### src/rtl/red_pitaya_decimator_block.sv
// Block-average decimator: sums N = 2^k enabled samples and emits their shifted, saturated mean.
// Optional macro DECIMATOR_ROUNDING_EN selects round-half-up instead of truncation.
module red_pitaya_decimator_block #(
    parameter int SIGNALBITS = 14,
    parameter int MAXLOG2    = 10
) (
    input  logic                         clk_i,
    input  logic                         rst_i,
    input  logic [3:0]                   log2_dec,
    input  logic                         enable_i,
    input  logic signed [SIGNALBITS-1:0] dat_i,
    output logic signed [SIGNALBITS-1:0] dat_o,
    output logic                         valid_o
);

    localparam int AW = SIGNALBITS + MAXLOG2;
    localparam int SW = AW + 1;
    localparam logic [MAXLOG2:0]   ONE_N   = 1;
    localparam logic [MAXLOG2-1:0] CNT_ONE = 1;
    localparam logic signed [SW-1:0] SAT_MAX = (SW'(1) <<< (SIGNALBITS - 1)) - SW'(1);
    localparam logic signed [SW-1:0] SAT_MIN = -(SW'(1) <<< (SIGNALBITS - 1));

    logic [3:0]                   k;
    logic [3:0]                   k_clamp;
    logic [MAXLOG2-1:0]           cnt;
    logic signed [AW-1:0]         acc;
    logic [MAXLOG2:0]             last_cnt;
    logic                         last;
    logic signed [SW-1:0]         rnd;
    logic signed [SW-1:0]         sum;
    logic signed [SW-1:0]         avg;
    logic signed [SIGNALBITS-1:0] avg_sat;

    assign k_clamp  = (log2_dec > 4'(MAXLOG2)) ? 4'(MAXLOG2) : log2_dec;
    assign last_cnt = (ONE_N << k) - ONE_N;
    assign last     = ({1'b0, cnt} == last_cnt);

    always_comb begin
        rnd = '0;
`ifdef DECIMATOR_ROUNDING_EN
        // half an LSB of the output, so the shift rounds half-up
        if (k != 4'd0)
            rnd = SW'(1) <<< (k - 4'd1);
`endif
    end

    // one guard bit above the accumulator absorbs the final sample plus rounding
    assign sum = SW'(acc) + SW'(dat_i) + rnd;
    assign avg = sum >>> k;

    always_comb begin
        if (avg > SAT_MAX)
            avg_sat = SAT_MAX[SIGNALBITS-1:0];
        else if (avg < SAT_MIN)
            avg_sat = SAT_MIN[SIGNALBITS-1:0];
        else
            avg_sat = avg[SIGNALBITS-1:0];
    end

    always_ff @(posedge clk_i) begin
        if (rst_i) begin
            acc     <= '0;
            cnt     <= '0;
            dat_o   <= '0;
            valid_o <= 1'b0;
            k       <= k_clamp;
        end else if (k_clamp != k) begin
            // ratio change wins over a completing block: drop the partial sum
            k       <= k_clamp;
            acc     <= '0;
            cnt     <= '0;
            valid_o <= 1'b0;
        end else if (enable_i) begin
            if (last) begin
                dat_o   <= avg_sat;
                acc     <= '0;
                cnt     <= '0;
                valid_o <= 1'b1;
            end else begin
                acc     <= acc + AW'(dat_i);
                cnt     <= cnt + CNT_ONE;
                valid_o <= 1'b0;
            end
        end else begin
            valid_o <= 1'b0;
        end
    end

endmodule

### config.mk
export PLATFORM = sky130hd
export DESIGN_NAME = red_pitaya_decimator_block
export DESIGN_NICKNAME = d
export VERILOG_FILES = /design/src/rtl/red_pitaya_decimator_block.sv
export SDC_FILE = /design/constraint.sdc
export NUM_CORES = 1
export LEC_CHECK = 0
export BUFFER_PORTS_ARGS = -buffer_cell sky130_fd_sc_hd__buf_2
export CAP_MARGIN = 20
export CELL_PAD_IN_SITES_DETAIL_PLACEMENT = 1
export CELL_PAD_IN_SITES_GLOBAL_PLACEMENT = 1
export CORE_MARGIN = 4
export CORE_UTILIZATION = 35
export CTS_BUF_LIST = sky130_fd_sc_hd__clkbuf_8
export CTS_CLUSTER_SIZE = 10
export DETAILED_ROUTE_END_ITERATION = 10
export PLACE_DENSITY = 0.67
export SYNTH_ARGS = -nofsm -noshare
export SYNTH_HDL_FRONTEND = slang
export SYNTH_SLANG_ARGS = --single-unit
### constraint.sdc
create_clock -name clk_i -period 4.88 [get_ports clk_i]
set_input_delay 0.244 -clock clk_i [delete_from_list [all_inputs] [get_ports clk_i]]
set_output_delay 0.244 -clock clk_i [all_outputs]
set_load 0.02 [all_outputs]
# == After elaboration in Yosys (flattened, before gate mapping) ==
# Index checks and enable logic that the tools add are counted.
# totals
ramBits,0
latch_bits,0
word_cells,30
out_inout_bits,15
register_bits,53
input_bits,21
mem_bits_ro,0
memories,0
# op_classes
n_lt_le_gt_ge,3
mux,8
reduce_logical,4
eq_ne,2
n_div,0
n_addsub,4
mul,0
bitwise,2
shifts,2
# ops
op,count
14-bit two-way mux,2
24-bit by 14-bit adder with 25-bit output,1
"25-bit by 14-bit > comparator with 1-bit output, second input constant",1
"25-bit by 14-bit < comparator with 1-bit output, second input constant",1
25-bit by 4-bit >>> shifter with 25-bit output,1
24-bit by 14-bit adder with 24-bit output,1
24-bit two-way mux,1
4-bit two-way mux,3
10-bit by 11-bit equality test with 1-bit output,1
"1-bit by 4-bit << shifter with 11-bit output, first input constant",1
"11-bit by 1-bit subtractor with 11-bit output, second input constant",1
"10-bit by 1-bit adder with 10-bit output, second input constant",1
10-bit two-way mux,1
"4-bit > comparator, second input constant",1
4-bit inequality test,1
3-bit AND reduction,1
3-bit OR reduction,1
1-bit inverter,2
2-bit nonzero test,1
2-bit OR reduction,1
1-bit two-way mux,1

# == Logic depth before layout (Yosys ltp) ==
# Gate-level depths: netlist (run 1).
# depth
ltp_word,5
mapped_depth,18
mapped_depth_nobuf,15

# == Worst setup path before layout (run 1) ==
# Ideal clock, no wire load.
# synth_path
kind,register -> register
start,reg acc[0]
end,reg dat_o[1]
slack_ns,1.036
stages_incl_launch_ff,16
setup_time_ns,0.134
synth_period_minus_slack_ns,3.844
n_path_buf,1
arrival_ns,3.710
required_time_ns,4.746
cell_sequence,dfxtp_1 ha_1 fa_1 a211oi_1 o21a_1 o21a_1 o21ai_0 a31o_2 nor4_1 a21o_1 a2bb2oi_1 o211ai_1 o41a_1 o41ai_4 buf_6 a211oi_1
# synth_via
elab_chain_cells,5
elab_cells_between_ends,6
classes_between,1 x add/sub; 2 x order compare; 1 x shift; 2 x mux
# synth_rtl
item,line,source
"start, declared",26,logic signed [AW-1:0] acc;
"start signal, assigned",80,acc <= acc + AW'(dat_i);
24-bit by 14-bit adder with 25-bit output *,48,assign sum = SW'(acc) + SW'(dat_i) + rnd;
25-bit by 4-bit >>> shifter with 25-bit output *,49,assign avg = sum >>> k;
25-bit by 14-bit < comparator with 1-bit output,54,else if (avg < SAT_MIN)
14-bit two-way mux,54,
14-bit two-way mux *,52,if (avg > SAT_MAX)
"end signal, assigned",75,dat_o <= avg_sat;
"end, declared",12,"output logic signed [SIGNALBITS-1:0] dat_o,"
# Every way passes the cells marked *; elsewhere a longest branch is shown, timed or not.
# A chain may end at the register's enable or synchronous reset.

# == Final worst setup path (run 1) ==
# layout_path
start,reg acc[0]
end,reg dat_o[2]
# The elaborated chain is that of the path after synthesis.

==> qor.yml, run 1 <==
outcome:
  status: "completed"
timing:
  fin_crit_sh_pct: 94.5
  fmax_mhz: 217
  finalWorstSetupSlack_ps: 266
  hold_viol: 0
  period_minus_slack_ps: 4610
  relSlewSlack_pct: 37.9
  final_max_slew_viol_count: 0
  clock_skew_ps: 5.60
  rsz0062_at_grt: "false"
  finalSetupViolations: 0
  tightest_slew_ps: 926
  setup_tns_ps: 0
cells_and_area:
  fin_nets: 770
  drive_gt1_share_pct: 12.9
  diodes: 0
  stdcell_count: 907
  syn2layout_area_growth_pct: 8.53
floorplanning:
  ios: 36
  core_sq_mm: 0.0147
  die_area_sq_mm: 0.0172
  die_h_microns: 131
  die_w_microns: 131
  rows: 44
  initial_core_util_pct: 36.1
clocking:
  ctsHtreeMaxLevel: 2
  clockBufferDepth: 2
  clock-sinks: 53
  cts-buffers-inserted: 5
  clkTransAtPathRegs_ps: 110
  cts_hold_buffers: 0
  cts-root-buf: "clkbuf_8"
  clkLatencyLatePin_ps: 340
  tritoncts: "done"
worst_setup_path:
  r2r_cells: 15
  reg2reg_from: "acc[0]$_SDFFE_PP0P_"
  reg2reg_to: "dat_o[2]$_SDFFE_PP0P_"
  path_max_fanout: 13
  cp.required_ps: 5110
  startpoint: "acc[0]$_SDFFE_PP0P_"
  crit_arrival_ps: 4840
  path_cells: "ha_1, fa_1, a211oi_1, o21ai_0, a22oi_2, a211o_1, nand3_1, and2_1, o21ai_0, a2bb2oi_1, o211ai_1, o41a_1, o41ai_4, buf_4, a211oi_1"
  worst-setup-path-type: "flop to flop"
  reg2reg_slack_ps: 270
  max_stage_delay_ps: 480
  start_kind: "flop"
  endpoint_kind: "flop"
  crit_slowest_cell: "o41a_1"
  crit_end: "dat_o[2]$_SDFFE_PP0P_"
drt:
  drc: 0
  firstDrtPassIters: 4
  ant_nets: 0
  routedWlPerCell_microns: 19.8
  initialDrtViolationCount: 277
  vias: 5456
  viasPerCell: 6.02
  routed_wl_microns: 18000
run:
  drv_cap: 0
grt:
  overflow: 0
  grt_first_pass_wirelength_microns: 30000
  grtUsageTotal_pct: 20.7
  grt_max_degree: 36
  antenna_found_initial: 0
  grt_pass1_vias: 5643
synthesis:
  synth-seq-area-share_pct: 20.7
  syn-cell-area_sq_mm: 0.00531
  netlist.area_leader.share_pct: 18.5
  synthTopCellsByArea: "dfxtp_1 (18%), a21oi_1 (7.0%), nand2_1 (6.3%), ha_1 (6.1%), nor2_1 (4.5%)"
  ys_ff_latch: 53
  yosysMostFrequentCell: "nand2_1"
  ys_warn_count: 0
  syn-num-nets: 766
  netlist_instances: 718
  synth_ff_type: "dfxtp_1"
  synth_edf_count: 4
  yosys.cell_types.count: 77
  synth_common_cells: "nand2_1 (89), a21oi_1 (74), nor2_1 (63)"
  synth_area_per_cell_sq_um: 7.39
  async_flop_share_pct: 0
  yosys.area.top_type: "dfxtp_1"
place:
  place_hpwl_microns: 13500
  port_buffers: 35
  place_ws_ps: 278
  place.gp.congestion: 0.928
  placedCellCount: 899
power:
  peakVddDrop_v: 0.000108
  p_per_area_mw_per_mm2: 223
  leakage_nw: 2.21
hold_path:
  hp-class: "input pin to flop"
  hold_depth: 1
-- sequential cells by signal, summed over array words and instances (netlist names) --
signal / cells
dat_o: 14
acc: 24
valid_o: 1
cnt: 10
k: 4
-- routing by layer --
layer	share of wire [%]	up-vias	wire, microns	GRT usage [%]
met5	0	-	0	0
met4	1.3	0	242	5.13
met3	3.7	20	673	2.91
met2	47	95	8390	34.2
met1	48	2677	8690	28.7
li1	-	2664	-	-
-- repair_timing --
item,CTS,global route
endpoints found under the hold margin,0,0
setup buffers,0,0
endpoints found under the setup margin,0,13
resized for setup,0,3
-- per-stage QoR --
step | hold slack [ps] | total power, W | utilization [%] | instance area [sq um]
after floorplan | 317 | 0.000786 | - | 5310
final | 153 | 0.00128 | 39.2 | 5760
after detailed placement | 459 | 0.000906 | 38.1 | 5600
after global placement | 453 | 0.000899 | 38.1 | 5600
after CTS | 133 | 0.00130 | 39.1 | 5740
after global routing | 155 | 0.00136 | 39.2 | 5760
-- worst max-delay path, delay by kind of cell (launching register included) --
family,cells,cell delay (ps)
AOI/OAI and AO/OA,10,2930
adders and majority gates,2,640
and+or+nand+nor,2,350
DFF,1,330
buffers and inverters,1,240
-- cell families after synthesis --
| kind of cell | after synthesis | synth area share, % |
|---|---|---|
| buffers and inverters | 67 | 5.19 |
| AND/OR/NAND/NOR | 269 | 24.2 |
| flip-flops | 53 | 20.7 |
| adder cells (fa/ha/maj) | 27 | 6.51 |
| multiplexers | 31 | 7.21 |
| XOR/XNOR | 42 | 7.07 |
| AO/OA/AOI/OAI | 229 | 29.1 |
-- worst min-delay path by stage --
stage	from	endpoint
6_report	log2_dec[3]	k[3]$_DFFE_PP_
5_1_grt	log2_dec[3]	k[3]$_DFFE_PP_
4_1_cts	log2_dec[3]	k[3]$_DFFE_PP_
3_5_place_dp	acc[19]$_SDFFE_PP0P_	acc[19]$_SDFFE_PP0P_
3_3_place_gp	acc[12]$_SDFFE_PP0P_	acc[12]$_SDFFE_PP0P_
2_1_floorplan	rst_i	dat_o[0]$_SDFFE_PP0P_
-- cell usage in the layout (no fill, tap or decap), drive strengths merged, types with 7 or more instances in the layout --
master,instances
nand3,29
o21ai,40
nand2b,8
nand4,20
nor2b,7
inv,11
a21oi,74
o21a,9
xnor2,17
o211ai,17
nand2,90
ha,26
xor2,25
a211oi,24
dfxtp,49
buf,50
mux2,8
mux2i,18
nor3,14
nor2,63
a21o,13
-- cell type report --
cell class | count | area (sq um)
multi-input cells | 598 | 3950
clock inverters | 3 | 68.8
clock buffers | 5 | 68.8
repair buffers | 50 | 288
well taps | 184 | 230
flip-flops and latches | 53 | 1100
inverters | 14 | 52.6
fillers | 1837 | 8940
-- power by group --
part	internal (W)	total, W	switching [W]	leakage, nW
sequential	0.000444	0.000449	0.00000547	0.438
clock	0.000207	0.000378	0.000172	0.0687
combinational	0.000166	0.000455	0.000289	1.70
Note: power is estimated with default switching activity, not from simulation.
==> run 2, diff against run 1 <==
CORE_ASPECT_RATIO = 0.8   (was not set)
==> run 2 against run 1 <==
Compared with the run above: sequential power hardly changed; largest power group unchanged; critical endpoint is now dat_o[4]$_SDFFE_PP0P_; utilization is 0.10 points lower; die area barely moved; combinational power is 1% lower; clock skew hardly changed; maximum frequency increased by 3.2%; clock power shrank 28%; non-clock buffer count unchanged; design area down 1.0%.
==> qor.yml, run 2 (same netlist as run 1, synthesis figures left out) <==
cells_and_area:
  multi_input_area_sq_mm: 0.00394
  regArea_sq_mm: 0.00110
  most-common-layout-cells: "nand2_1 (89), a21oi_1 (74), nor2_1 (63)"
  regMostFlops: "acc"
  diodes: 0
  layout.cells.most_common: "nand2_1"
  largest_register_ffs: 24
  fin_nets: 770
  drive_gt1_share_pct: 12.6
  syn2layout_area_growth_pct: 7.45
  reg_top3: "acc x24, dat_o x14, cnt x10"
  final.fill_count: 1841
  stdcell_count: 907
grt:
  grt_pass1_vias: 5698
  antenna_found_initial: 0
  grtUsageTotal_pct: 20.3
  grt_first_pass_wirelength_microns: 29400
  overflow: 0
  grt_max_degree: 36
clocking:
  clockBufferDepth: 2
  postCtsSetupBuffers: 0
  cts-root-buf: "clkbuf_8"
  ctsHtreeMaxLevel: 2
  cts-buffers-inserted: 5
  clock-sinks: 53
  clkTransAtPathRegs_ps: 110
  clkLatencyLatePin_ps: 330
  tritoncts: "done"
  cts_hold_buffers: 0
floorplanning:
  rows: 39
  die_w_microns: 146
  ios: 36
  die_area_sq_mm: 0.0172
  die_h_microns: 118
  core_sq_mm: 0.0146
  initial_core_util_pct: 36.4
timing:
  fmax_mhz: 224
  setup_tns_ps: 0
  rsz0062_at_grt: "false"
  hold_viol: 0
  clock_skew_ps: 5.79
  final_max_slew_viol_count: 0
  finalSetupViolations: 0
  fin_crit_sh_pct: 91.6
  relSlewSlack_pct: 37.1
  tightest_slew_ps: 937
  period_minus_slack_ps: 4470
  whs_ps: 159
power:
  p_sw_share_pct: 39.5
  p_per_area_mw_per_mm2: 205
  peakVddDrop_v: 0.000126
  comb_power_share_pct: 38.4
  clock_power_share_pct: 23.2
  p_int_w: 0.000708
  p_seq_share_pct: 38.4
  p_switching_w: 0.000463
  leakage_nw: 2.18
worst_setup_path:
  max_stage_delay_ps: 480
  path_max_fanout: 13
  path_cells: "ha_1, fa_1, a211oi_1, o21ai_0, a22oi_2, a211o_1, nand3_1, and2_1, o21ai_0, a2bb2oi_1, o211ai_1, o41a_1, o41ai_4, buf_4, a211oi_1"
  worst-setup-path-type: "flop to flop"
  endpoint_kind: "flop"
  cp.required_ps: 5100
  crit_arrival_ps: 4690
  crit_slowest_cell: "o41a_1"
  start_kind: "flop"
drt:
  routed_wl_microns: 17600
  ant_nets: 0
  viasPerCell: 6.07
  vias: 5504
  initialDrtViolationCount: 434
  routedWlPerCell_microns: 19.5
  firstDrtPassIters: 5
  drc: 0
run:
  drv_cap: 0
place:
  port_buffers: 35
  place_hpwl_microns: 13100
  placedCellCount: 899
  place.gp.congestion: 0.905
hold_path:
  hp-class: "input pin to flop"
outcome:
  status: "completed"
run 2: changes by cell type in the layout (fill, tap and decap cells not counted), sizes merged:
| cell | previous run | this run |
|---|---|---|
| bufinv | 2 | 0 |
| clkinvlp | 0 | 2 |
run 2: what timing repair did:
action                                  in CTS  in global routing
resized for setup                            0                  2
endpoints found under the setup margin       0                  5
hold endpoints to repair                     0                  0
run 2: final timing paths:
| path | start | to | slack (ps) | cells past startpoint |
|---|---|---|---|---|
| worst max-delay path | acc[0]$_SDFFE_PP0P_ | dat_o[4]$_SDFFE_PP0P_ | 410 | 15 |
| worst min-delay path | log2_dec[3] | k[3]$_DFFE_PP_ | 160 | 1 |
| worst max register to register | acc[0]$_SDFFE_PP0P_ | dat_o[4]$_SDFFE_PP0P_ | 410 | 15 |
| worst min register to register | acc[7]$_SDFFE_PP0P_ | acc[7]$_SDFFE_PP0P_ | 470 | 2 |
run 2: layout make-up:
cell class	count	area share [%]
clock buffer	5	1.21
clock inverter	3	0.329
inverter	14	0.921
multi-input combinational	598	69.2
sequential	53	19.3
tap	184	4.04
timing repair buffer	50	5.05
run 2: through the flow:
stage	worst slack (ps)	total power, W	util [%]	cell area [sq um]
global placement	363	0.000893	38.4	5600
detailed placement	252	0.000900	38.4	5600
CTS	264	0.00118	39.0	5690
finish	408	0.00117	39.1	5700
global route	23.3	0.00125	39.1	5700
floorplan	1040	0.000786	-	5310
run 2: power by group through the flow:
| stage | registers [W] | clock network, W | logic, W |
|---|---|---|---|
| after CTS | 0.000450 | 0.000288 | 0.000444 |
| after floorplan | 0.000457 | 0 | 0.000329 |
| after global routing | 0.000450 | 0.000299 | 0.000498 |
| after global placement | 0.000459 | 0 | 0.000434 |
| final | 0.000449 | 0.000272 | 0.000450 |
| after detailed placement | 0.000459 | 0 | 0.000441 |
run 2: routing by layer:
metal	vias up	track usage (%)	part of all wire, %
met1	2698	28.2	49
met4	0	5.81	2.1
met5	-	0	0
met3	26	2.72	3.5
met2	106	33.1	45
li1	2674	-	-
run 2: worst max-delay path, delay by kind of cell, from the launching register on:
kind / cells / cell delay [ps]
fa+ha+maj: 2 / 640
compound gates: 10 / 2810
simple gates: 2 / 320
flops: 1 / 330
buf+inv: 1 / 240
